===== config.mk =====
export PLATFORM = sky130hd
export DESIGN_NAME = timer_counter_unit
export DESIGN_NICKNAME = d
export VERILOG_FILES = /design/src/rtl/timer_pkg.sv /design/src/rtl/timer_prescaler.sv /design/src/rtl/timer_counter_unit.sv
export SDC_FILE = /design/constraint.sdc
export NUM_CORES = 1
export LEC_CHECK = 0
export ABC_AREA = 1
export BUFFER_PORTS_ARGS = -buffer_cell sky130_fd_sc_hd__buf_2
export CORE_ASPECT_RATIO = 0.75
export CORE_MARGIN = 2
export CORE_UTILIZATION = 47
export CTS_BUF_LIST = sky130_fd_sc_hd__clkbuf_4
export DETAILED_ROUTE_END_ITERATION = 10
export GPL_TIMING_DRIVEN = 0
export PLACE_DENSITY = 0.9
export SYNTH_ARGS = -nofsm -noshare
export SYNTH_HDL_FRONTEND = slang
export SYNTH_HIERARCHICAL = 1
export SYNTH_SLANG_ARGS = --single-unit

===== constraint.sdc =====
create_clock -name sysClock -period 1.4 [get_ports sysClock]
set_input_delay 0 -clock sysClock [delete_from_list [all_inputs] [get_ports sysClock]]
set_output_delay 0 -clock sysClock [all_outputs]
set_load 0.02 [all_outputs]

===== src/rtl/timer_pkg.sv =====
// timer_pkg: clock-select and waveform encodings, flag bit positions and prescaler tap helpers for the timer unit.
package timer_pkg;
  typedef enum logic [2:0] {
    CS_STOP     = 3'd0,
    CS_CLK1     = 3'd1,
    CS_DIV8     = 3'd2,
    CS_DIV64    = 3'd3,
    CS_DIV256   = 3'd4,
    CS_DIV1024  = 3'd5,
    CS_EXT_FALL = 3'd6,
    CS_EXT_RISE = 3'd7
  } cs_e;
  typedef enum logic {
    WGM_NORMAL = 1'b0,
    WGM_CTC    = 1'b1
  } wgm_e;
  localparam int TOV_BIT = 0;
  localparam int PS_W = 10;
  localparam int unsigned PS_TAP8 = 3;
  localparam int unsigned PS_TAP64 = 6;
  localparam int unsigned PS_TAP256 = 8;
  localparam int unsigned PS_TAP1024 = 10;
  function automatic int OCF_BIT(input int i);
    return i + 1;
  endfunction
  // true on the cycle the low `bits` bits of the prescaler are about to roll over
  function automatic logic tap_done(input logic [PS_W-1:0] p, input int unsigned bits);
    logic [PS_W-1:0] m;
    m = PS_W'((1 << bits) - 1);
    return (p & m) == m;
  endfunction
endpackage


===== src/rtl/timer_prescaler.sv =====
// timer_prescaler: free-running prescaler, t_pin synchroniser and edge detect, clock-select mux producing the count tick.
module timer_prescaler
  import timer_pkg::*;
(
  input  logic       sysClock,
  input  logic       system_reset,
  input  logic       t_pin_i,
  input  logic [2:0] cs_i,
  output logic       tick_o
);
  logic [PS_W-1:0] presc_q, presc_d;
  logic [2:0] pin_q, pin_d;
  logic rise, fall;
  assign presc_d = presc_q + 1'b1;
  assign pin_d = {pin_q[1:0], t_pin_i};
  // pin_q[1] is the synchronised level, pin_q[2] its value one cycle earlier
  assign rise = pin_q[1] & ~pin_q[2];
  assign fall = ~pin_q[1] & pin_q[2];
  always_comb begin
    tick_o = 1'b0;
    case (cs_i)
      CS_CLK1:     tick_o = 1'b1;
      CS_DIV8:     tick_o = tap_done(presc_q, PS_TAP8);
      CS_DIV64:    tick_o = tap_done(presc_q, PS_TAP64);
      CS_DIV256:   tick_o = tap_done(presc_q, PS_TAP256);
      CS_DIV1024:  tick_o = tap_done(presc_q, PS_TAP1024);
      CS_EXT_FALL: tick_o = fall;
      CS_EXT_RISE: tick_o = rise;
      default:     tick_o = 1'b0;
    endcase
  end
  always_ff @(posedge sysClock)
    if (!system_reset) begin
      presc_q <= '0;
      pin_q <= '0;
    end else begin
      presc_q <= presc_d;
      pin_q <= pin_d;
    end
endmodule


===== src/rtl/timer_counter_unit.sv =====
// timer_counter_unit: WIDTH-bit timer/counter, NUM_CMP compare channels, normal/CTC modes, W1C flags, registered irq.
// Defining TIMER_OC_PIN_EN adds the oc_out pins that toggle on each compare match.
module timer_counter_unit
  import timer_pkg::*;
#(
  parameter int WIDTH = 8,
  parameter int NUM_CMP = 1
) (
  input  logic                     sysClock,
  input  logic                     system_reset,
  input  logic                     t_pin,
  input  logic [WIDTH-1:0]         tcnt_wdata,
  input  logic                     tcnt_we,
  input  logic [7:0]               tccr_wdata,
  input  logic                     tccr_we,
  input  logic [WIDTH-1:0]         ocr_wdata,
  input  logic [NUM_CMP-1:0]       ocr_we,
  input  logic [NUM_CMP:0]         timsk_wdata,
  input  logic                     timsk_we,
  input  logic [NUM_CMP:0]         tifr_wdata,
  input  logic                     tifr_we,
  output logic [WIDTH-1:0]         tcnt,
  output logic [7:0]               tccr,
  output logic [NUM_CMP*WIDTH-1:0] ocr,
  output logic [NUM_CMP:0]         timsk,
  output logic [NUM_CMP:0]         tifr,
  output logic                     irq
`ifdef TIMER_OC_PIN_EN
  ,
  output logic [NUM_CMP-1:0]       oc_out
`endif
);
  localparam int FW = NUM_CMP + 1;
  logic [WIDTH-1:0] tcnt_q, tcnt_d;
  logic [7:0] tccr_q, tccr_d;
  logic [NUM_CMP-1:0][WIDTH-1:0] ocr_q, ocr_d;
  logic [FW-1:0] timsk_q, timsk_d, tifr_q, tifr_d, set_f;
  logic irq_q, irq_d;
  logic tick, cnt_en, ctc_clr;
  logic [NUM_CMP-1:0] match;
  timer_prescaler u_presc (
    .sysClock,
    .system_reset,
    .t_pin_i(t_pin),
    .cs_i(tccr_q[2:0]),
    .tick_o(tick)
  );
  // a counter write swallows the tick of the same cycle, including its compare
  assign cnt_en = tick && !tcnt_we;
  assign ctc_clr = tccr_q[3] == WGM_CTC && tcnt_q == ocr_q[0];
  always_comb begin
    ocr_d = ocr_q;
    match = '0;
    set_f = '0;
    for (int i = 0; i < NUM_CMP; i++) begin
      ocr_d[i] = ocr_we[i] ? ocr_wdata : ocr_q[i];
      match[i] = cnt_en && tcnt_q == ocr_q[i];
      set_f[OCF_BIT(i)] = match[i];
    end
    set_f[TOV_BIT] = cnt_en && !ctc_clr && &tcnt_q;
  end
  assign tcnt_d = tcnt_we ? tcnt_wdata : !tick ? tcnt_q : ctc_clr ? '0 : tcnt_q + 1'b1;
  assign tccr_d = tccr_we ? tccr_wdata : tccr_q;
  assign timsk_d = timsk_we ? timsk_wdata : timsk_q;
  // set is OR-ed after the clear so hardware wins a same-cycle W1C
  assign tifr_d = (tifr_q & ~(tifr_we ? tifr_wdata : '0)) | set_f;
  assign irq_d = |(tifr_q & timsk_q);
  always_ff @(posedge sysClock)
    if (!system_reset) begin
      tcnt_q <= '0;
      tccr_q <= '0;
      ocr_q <= '0;
      timsk_q <= '0;
      tifr_q <= '0;
      irq_q <= 1'b0;
    end else begin
      tcnt_q <= tcnt_d;
      tccr_q <= tccr_d;
      ocr_q <= ocr_d;
      timsk_q <= timsk_d;
      tifr_q <= tifr_d;
      irq_q <= irq_d;
    end
  assign tcnt = tcnt_q;
  assign tccr = tccr_q;
  assign ocr = ocr_q;
  assign timsk = timsk_q;
  assign tifr = tifr_q;
  assign irq = irq_q;
`ifdef TIMER_OC_PIN_EN
  logic [NUM_CMP-1:0] oc_q;
  always_ff @(posedge sysClock)
    if (!system_reset) oc_q <= '0;
    else oc_q <= oc_q ^ match;
  assign oc_out = oc_q;
`endif
endmodule

==> results_dict.tcl, run 1 <==
set metrics [dict create \
    hold_viol_final 1 \
    cts_max_path_buffers 2 \
    vias 2378 \
    yosysUniqueCellTypes 28 \
    powerDensity_mw_per_mm2 897 \
    finalCritPeriodShare_pct 117 \
    io_buffers 62 \
    syn_to_final_growth_pct 53.6 \
    grt.total_usage_pct 27.6 \
    synth-async-reset-ratio_pct 0 \
    ys_warn_count 6 \
    rsz0062_at_grt "true" \
    grtUsageMet2_pct 46.9 \
    crit_type "flop to flop" \
    htree_levels 2 \
    hold_path.class "primary input to flop" \
    wl_um 6760 \
    max_freq_mhz 608 \
    yosysSeqAreaShare_pct 42.3 \
    slew_headroom_pct 62.3 \
    path_buf_inv 1 \
    nets 430 \
    path_max_fanout 8 \
    syn_nets 310 \
    met1_usage_pct 32.7 \
    wl_per_cell_um 15.1 \
    hpwl_um 3530 \
    irDropWorstVdd_mv 0.724 \
    post-synth-top-count-cell "nand2_1" \
    post-route-util_pct 75.2 \
    path_cells "ha_4, ha_1, nand2_1, a21oi_2, o21ai_1, nand2_2, nor2_4, buf_12, a22oi_2, a21oi_1" \
    max_cap_violations 0 \
    synth_fa_ha_area_share_pct 1.89 \
    drcViolationCount 0 \
    synth_largest_area_cell "dfxtp_1" \
    slowest_stage "dfxtp_2" \
    core_mm2 0.00405 \
    busiest_layer "met2" \
    initial_utilization_pct 49.0 \
    outcome "finished, violations left" \
    dieWidth_um 79.1 \
    yosys.area_share.simple_pct 29.0 \
    post-route-min-period_ps 1640 \
    synth-seq-cells 42 \
    whs_ps -1.16 \
    tns_ps -2060 \
    start_kind "flop" \
    setup_ws_ps -245 \
    clock_latency_ps 360 \
    ys.flop_type "dfxtp_1" \
    synth_top_family_by_area "simple AND/OR/NAND/NOR gates" \
    synthTopCellsByCount "nand2_1 (48), nor2_1 (46), dfxtp_1 (42)" \
    cp_data_required_time_ps 1630 \
    grt_overflow 0 \
    die_h_um 60.3 \
    finalSetupViolCount 10 \
    yosys-top-cells-area "dfxtp_1 (42%), nand2_1 (9.1%), nor2_1 (8.7%)" \
    ant_nets 0 \
    finalClockSkew_ps 11.3 \
    cts.sinks 42 \
    drive_gt1_share_pct 31.9 \
    die-area_mm2 0.00477 \
    grt_pass1_wl_um 10000 \
    synth_area_mm2 0.00199 \
    n_antenna_cell 0 \
    netlist.area_leader.share_pct 42.3 \
    power.total_uw 2740 \
    cts_tree "yes" \
    ioPinCount 65 \
    syn_area_per_cell_um2 7.33 \
    first_pass_iters 6 \
    leakagePower_uw 0.00138 \
    cp.arrival_ps 1870 \
    numCtsBuffers 5 \
    grt_max_degree 14 \
    tightest_slew_ps 565 \
    muxShareOfSynthArea_pct 0 \
    slowest_delay_ps 370 \
    synthCells 271 \
    root_buffer "clkbuf_4" \
    cpLargestDelayFamily "compound AO/OA/AOI/OAI gates" \
    drt_iter0_drc 289 \
    final-max-slew-violation-count 0 \
    synthXorXnorAreaFrac_pct 4.41 \
    grt_pass1_vias 2221 \
    violations "hold timing, setup timing" \
    drt-vias-per-instance 5.32 \
    gp_congestion 0.856 \
    antenna_found_initial 0 \
    rows 20 \
    met3_usage_pct 5.74 \
    cp-end-kind "flop" \
    clk_pin_slew_worst_paths_ps 120 \
    synth_compound_area_share_pct 14.1 \
    synth-edff-count 0 \
]
-- area by class of cell --
cell class | count | area [µm²]
clock buffer | 6 | 45.0
clock inverter | 2 | 37.5
multi-input combinational | 192 | 1070
timing repair buffer | 112 | 811
fill | 259 | 1000
sequential | 42 | 851
inverter | 30 | 115
buffer | 8 | 51.3
tap | 55 | 68.8
-- cells in the final DEF, fill, tap and decap left out, types with 6 or more instances in the layout --
| master | netlist | final |
|---|---|---|
| o21ai_0 | 7 | 6 |
| inv_1 | 25 | 24 |
| o21ai_1 | 15 | 16 |
| nor2_1 | 46 | 45 |
| nand2_1 | 48 | 46 |
| dfxtp_2 | 0 | 8 |
| clkbuf_4 | 0 | 6 |
| buf_2 | 2 | 64 |
| dlygate4sd3_1 | 0 | 45 |
| nand3_1 | 16 | 14 |
| a22oi_2 | 0 | 7 |
| dfxtp_1 | 42 | 34 |
| nor2_2 | 8 | 8 |
| a21oi_1 | 17 | 15 |
| xnor2_1 | 7 | 7 |
-- timing repair --
item	4_1_cts	5_1_grt
setup buffers	3	2
hold buffers	45	0
hold endpoints to repair	36	0
setup endpoints to repair	10	10
pin swaps	9	8
gates cloned	1	0
resized for setup	3	17
-- registers in the layout (all words and copies together), names as in the netlist --
register / flops
tccr: 8
u_presc/presc_q: 10
ocr: 8
u_presc/pin_q: 3
tcnt: 8
tifr: 2
irq: 1
timsk: 2
-- worst paths after layout --
| check | slack [ps] | start | cells past startpoint | to |
|---|---|---|---|---|
| max | -240 | u_presc/presc_q[1]$_SDFF_PN0_ | 10 | tcnt[0]$_SDFFE_PN0P_ |
| min | -1 | system_reset | 3 | u_presc/presc_q[0]$_SDFF_PN0_ |
| max reg2reg | -240 | u_presc/presc_q[1]$_SDFF_PN0_ | 10 | tcnt[0]$_SDFFE_PN0P_ |
| min reg2reg | 430 | u_presc/pin_q[0]$_SDFF_PN0_ | 2 | u_presc/pin_q[1]$_SDFF_PN0_ |
-- stage by stage --
step | instance area [µm²] | worst slack [ps] | hold WS, ps | std cells
after global routing | 3050 | -335 | 10.8 | 447
after global placement | 2390 | -205 | 179 | 388
after CTS | 2960 | -168 | 0.919 | 445
after detailed placement | 2390 | -258 | 188 | 388
final | 3050 | -245 | -1.16 | 447
after floorplan | 2010 | -69.7 | 97.6 | 271
-- cell families after synthesis --
kind of cell    Yosys count
xor+xnor                 10
flops                    42
fa+ha+maj                 3
compound gates           50
buf+inv                  38
simple gates            128
-- layer usage --
layer	wire (µm)	vias up
met2	3300	143
met3	508	38
met1	2660	1089
met5	0	-
li1	-	1108
met4	291	0
-- worst min-delay path: stages --
cell    delay, ps
buf_2         120
inv_1         110
nor2_1        100
-- power breakdown --
| part | switching, µW | internal [µW] |
|---|---|---|
| Combinational | 310 | 280 |
| Sequential | 73.7 | 1260 |
| Clock | 418 | 396 |
No activity file was read; power rests on OpenSTA's default activity.
==> inputs of run 2 (changes only) <==
Settings changed: RECOVER_POWER set to 100.
==> run 2 against run 1 <==
Effect of this change:
- the flow finishes with violations (setup timing)
- hold slack gained 4.4 ps
- total power barely moved
- worst setup slack worse by 3.6 ps
- first-iteration DRC count grew 1.4%
- count of clock-buffer cells in the layout unchanged
- sequential cell count unchanged
- core utilization unchanged
- routed wire length is essentially flat
- clock power increased by 0.5%
- critical path type unchanged
- critical endpoint unchanged
- largest cell class unchanged
==> results_dict.tcl, run 2 (same netlist as run 1, synthesis figures left out) <==
set metrics [dict create \
    ioPinCount 65 \
    vias 2377 \
    core_mm2 0.00405 \
    whs_ps 3.28 \
    clock_latency_ps 360 \
    gp_congestion 0.856 \
    grt_max_degree 14 \
    die-area_mm2 0.00477 \
    crit_type "flop to flop" \
    antenna_found_initial 0 \
    initial_utilization_pct 49.0 \
    cts_tree "yes" \
    rsz0062_at_grt "true" \
    power.total_uw 2740 \
    syn_to_final_growth_pct 53.6 \
    finalClockSkew_ps 11.0 \
    grt.total_usage_pct 27.6 \
    rows 20 \
    cp_data_required_time_ps 1630 \
    slowest_stage "dfxtp_2" \
    cp-end-kind "flop" \
    violations "setup timing" \
    grt_pass1_wl_um 10000 \
    cts.sinks 42 \
    drive_gt1_share_pct 31.9 \
    first_pass_iters 6 \
    leakagePower_uw 0.00138 \
    irDropWorstVdd_mv 0.736 \
    wl_per_cell_um 15.1 \
    hold_path.class "primary input to flop" \
    max_freq_mhz 607 \
    post-route-util_pct 75.2 \
    placed_area_mm2 0.00239 \
    cpLargestDelayFamily "compound AO/OA/AOI/OAI gates" \
    wl_um 6760 \
    io_buffers 62 \
    grt_overflow 0 \
    fin_area_mm2 0.00305 \
    ant_nets 0 \
    powerDensity_mw_per_mm2 898 \
    n_antenna_cell 0 \
    setup_ws_ps -249 \
    path_max_fanout 8 \
    cts_max_path_buffers 2 \
    slowest_delay_ps 370 \
    layout_commonest_cell "buf_2" \
    path_buf_inv 1 \
    grt_pass1_vias 2221 \
    post-route-min-period_ps 1650 \
    dieWidth_um 79.1 \
    cp.arrival_ps 1870 \
    path_cells "ha_4, ha_1, nand2_1, a21oi_2, o21ai_1, nand2_2, nor2_4, buf_12, a22oi_2, a21oi_1" \
    hold_viol_final 0 \
    place_ws_ps -258 \
    largest_reg_flops 10 \
    outcome "finished, violations left" \
    mostFrequentLayoutCells "buf_2 (64), nand2_1 (46), nor2_1 (45), dlygate4sd3_1 (45), dfxtp_1 (34)" \
    final-max-slew-violation-count 0 \
    slew_headroom_pct 62.0 \
    start_kind "flop" \
    clk_pin_slew_worst_paths_ps 130 \
    max_cap_violations 0 \
    hpwl_um 3530 \
    htree_levels 2 \
    drcViolationCount 0 \
    root_buffer "clkbuf_4" \
    die_h_um 60.3 \
    finalCritPeriodShare_pct 118 \
    drt-vias-per-instance 5.32 \
    nets 430 \
    drt_iter0_drc 293 \
    top_register "u_presc/presc_q" \
    finalSetupViolCount 10 \
    numCtsBuffers 5 \
    tightest_slew_ps 569 \
]
-- run 2: cell counts in the layout (fill, tap and decap cells not counted) --
Identical to the previous run, type by type.
-- run 2: through the flow --
step / setup TNS [ps] / instances
6_report: -2090 / 447
5_1_grt: -3050 / 447
4_1_cts: -1510 / 445
3_5_place_dp: -2250 / 388
3_3_place_gp: -1880 / 388
2_1_floorplan: -655 / 271
-- run 2: path summary, 6_finish.rpt --
check | slack, ps | cells after the start | startpoint | end
max reg2reg | -250 | 10 | u_presc/presc_q[1]$_SDFF_PN0_ | tcnt[0]$_SDFFE_PN0P_
max | -250 | 10 | u_presc/presc_q[1]$_SDFF_PN0_ | tcnt[0]$_SDFFE_PN0P_
min reg2reg | 430 | 2 | u_presc/pin_q[0]$_SDFF_PN0_ | u_presc/pin_q[1]$_SDFF_PN0_
min | 3 | 3 | system_reset | u_presc/presc_q[0]$_SDFF_PN0_
-- run 2: worst reg2reg max path, stage by stage, from the launching register on --
cell and delay, ps:
dfxtp_2 370, ha_4 150, ha_1 150, nand2_1 70
a21oi_2 130, o21ai_1 80, nand2_2 120, nor2_4 50
buf_12 140, a22oi_2 150, a21oi_1 90
-- run 2: what timing repair did --
action,in CTS,in global routing
hold endpoints to repair,36,0
endpoints found under the setup margin,10,10
cloned,1,0
gates resized for setup,3,17
hold buffers,45,0
pin swaps,9,8
buffers inserted,3,2
-- run 2: area by class of cell --
class / instances / area [µm²]
clock buffers: 6 / 45.0
repair buffers: 112 / 811
inverters: 30 / 115
well taps: 55 / 68.8
clock inverters: 2 / 37.5
flip-flops and latches: 42 / 851
plain buffers: 8 / 51.3
fillers: 259 / 1000
multi-input cells: 192 / 1070
-- run 2: power by group --
| group | switching (µW) | internal (µW) | leakage [µW] |
|---|---|---|---|
| clock network | 422 | 396 | 0.0000419 |
| registers | 73.3 | 1260 | 0.000349 |
| logic | 309 | 280 | 0.000990 |
| total | 804 | 1930 | 0.00138 |
-- run 2: metal layers --
layer  wire length, µm  track usage [%]  vias to the layer above  share of wire [%]
li1                  -                -                     1107                  -
met1              2620             32.7                     1094                 39
met2              3360             46.9                      147                 50
met3               545             5.74                       29                8.1
met4               226             16.5                        0                3.3
met5                 0                0                        -                  0
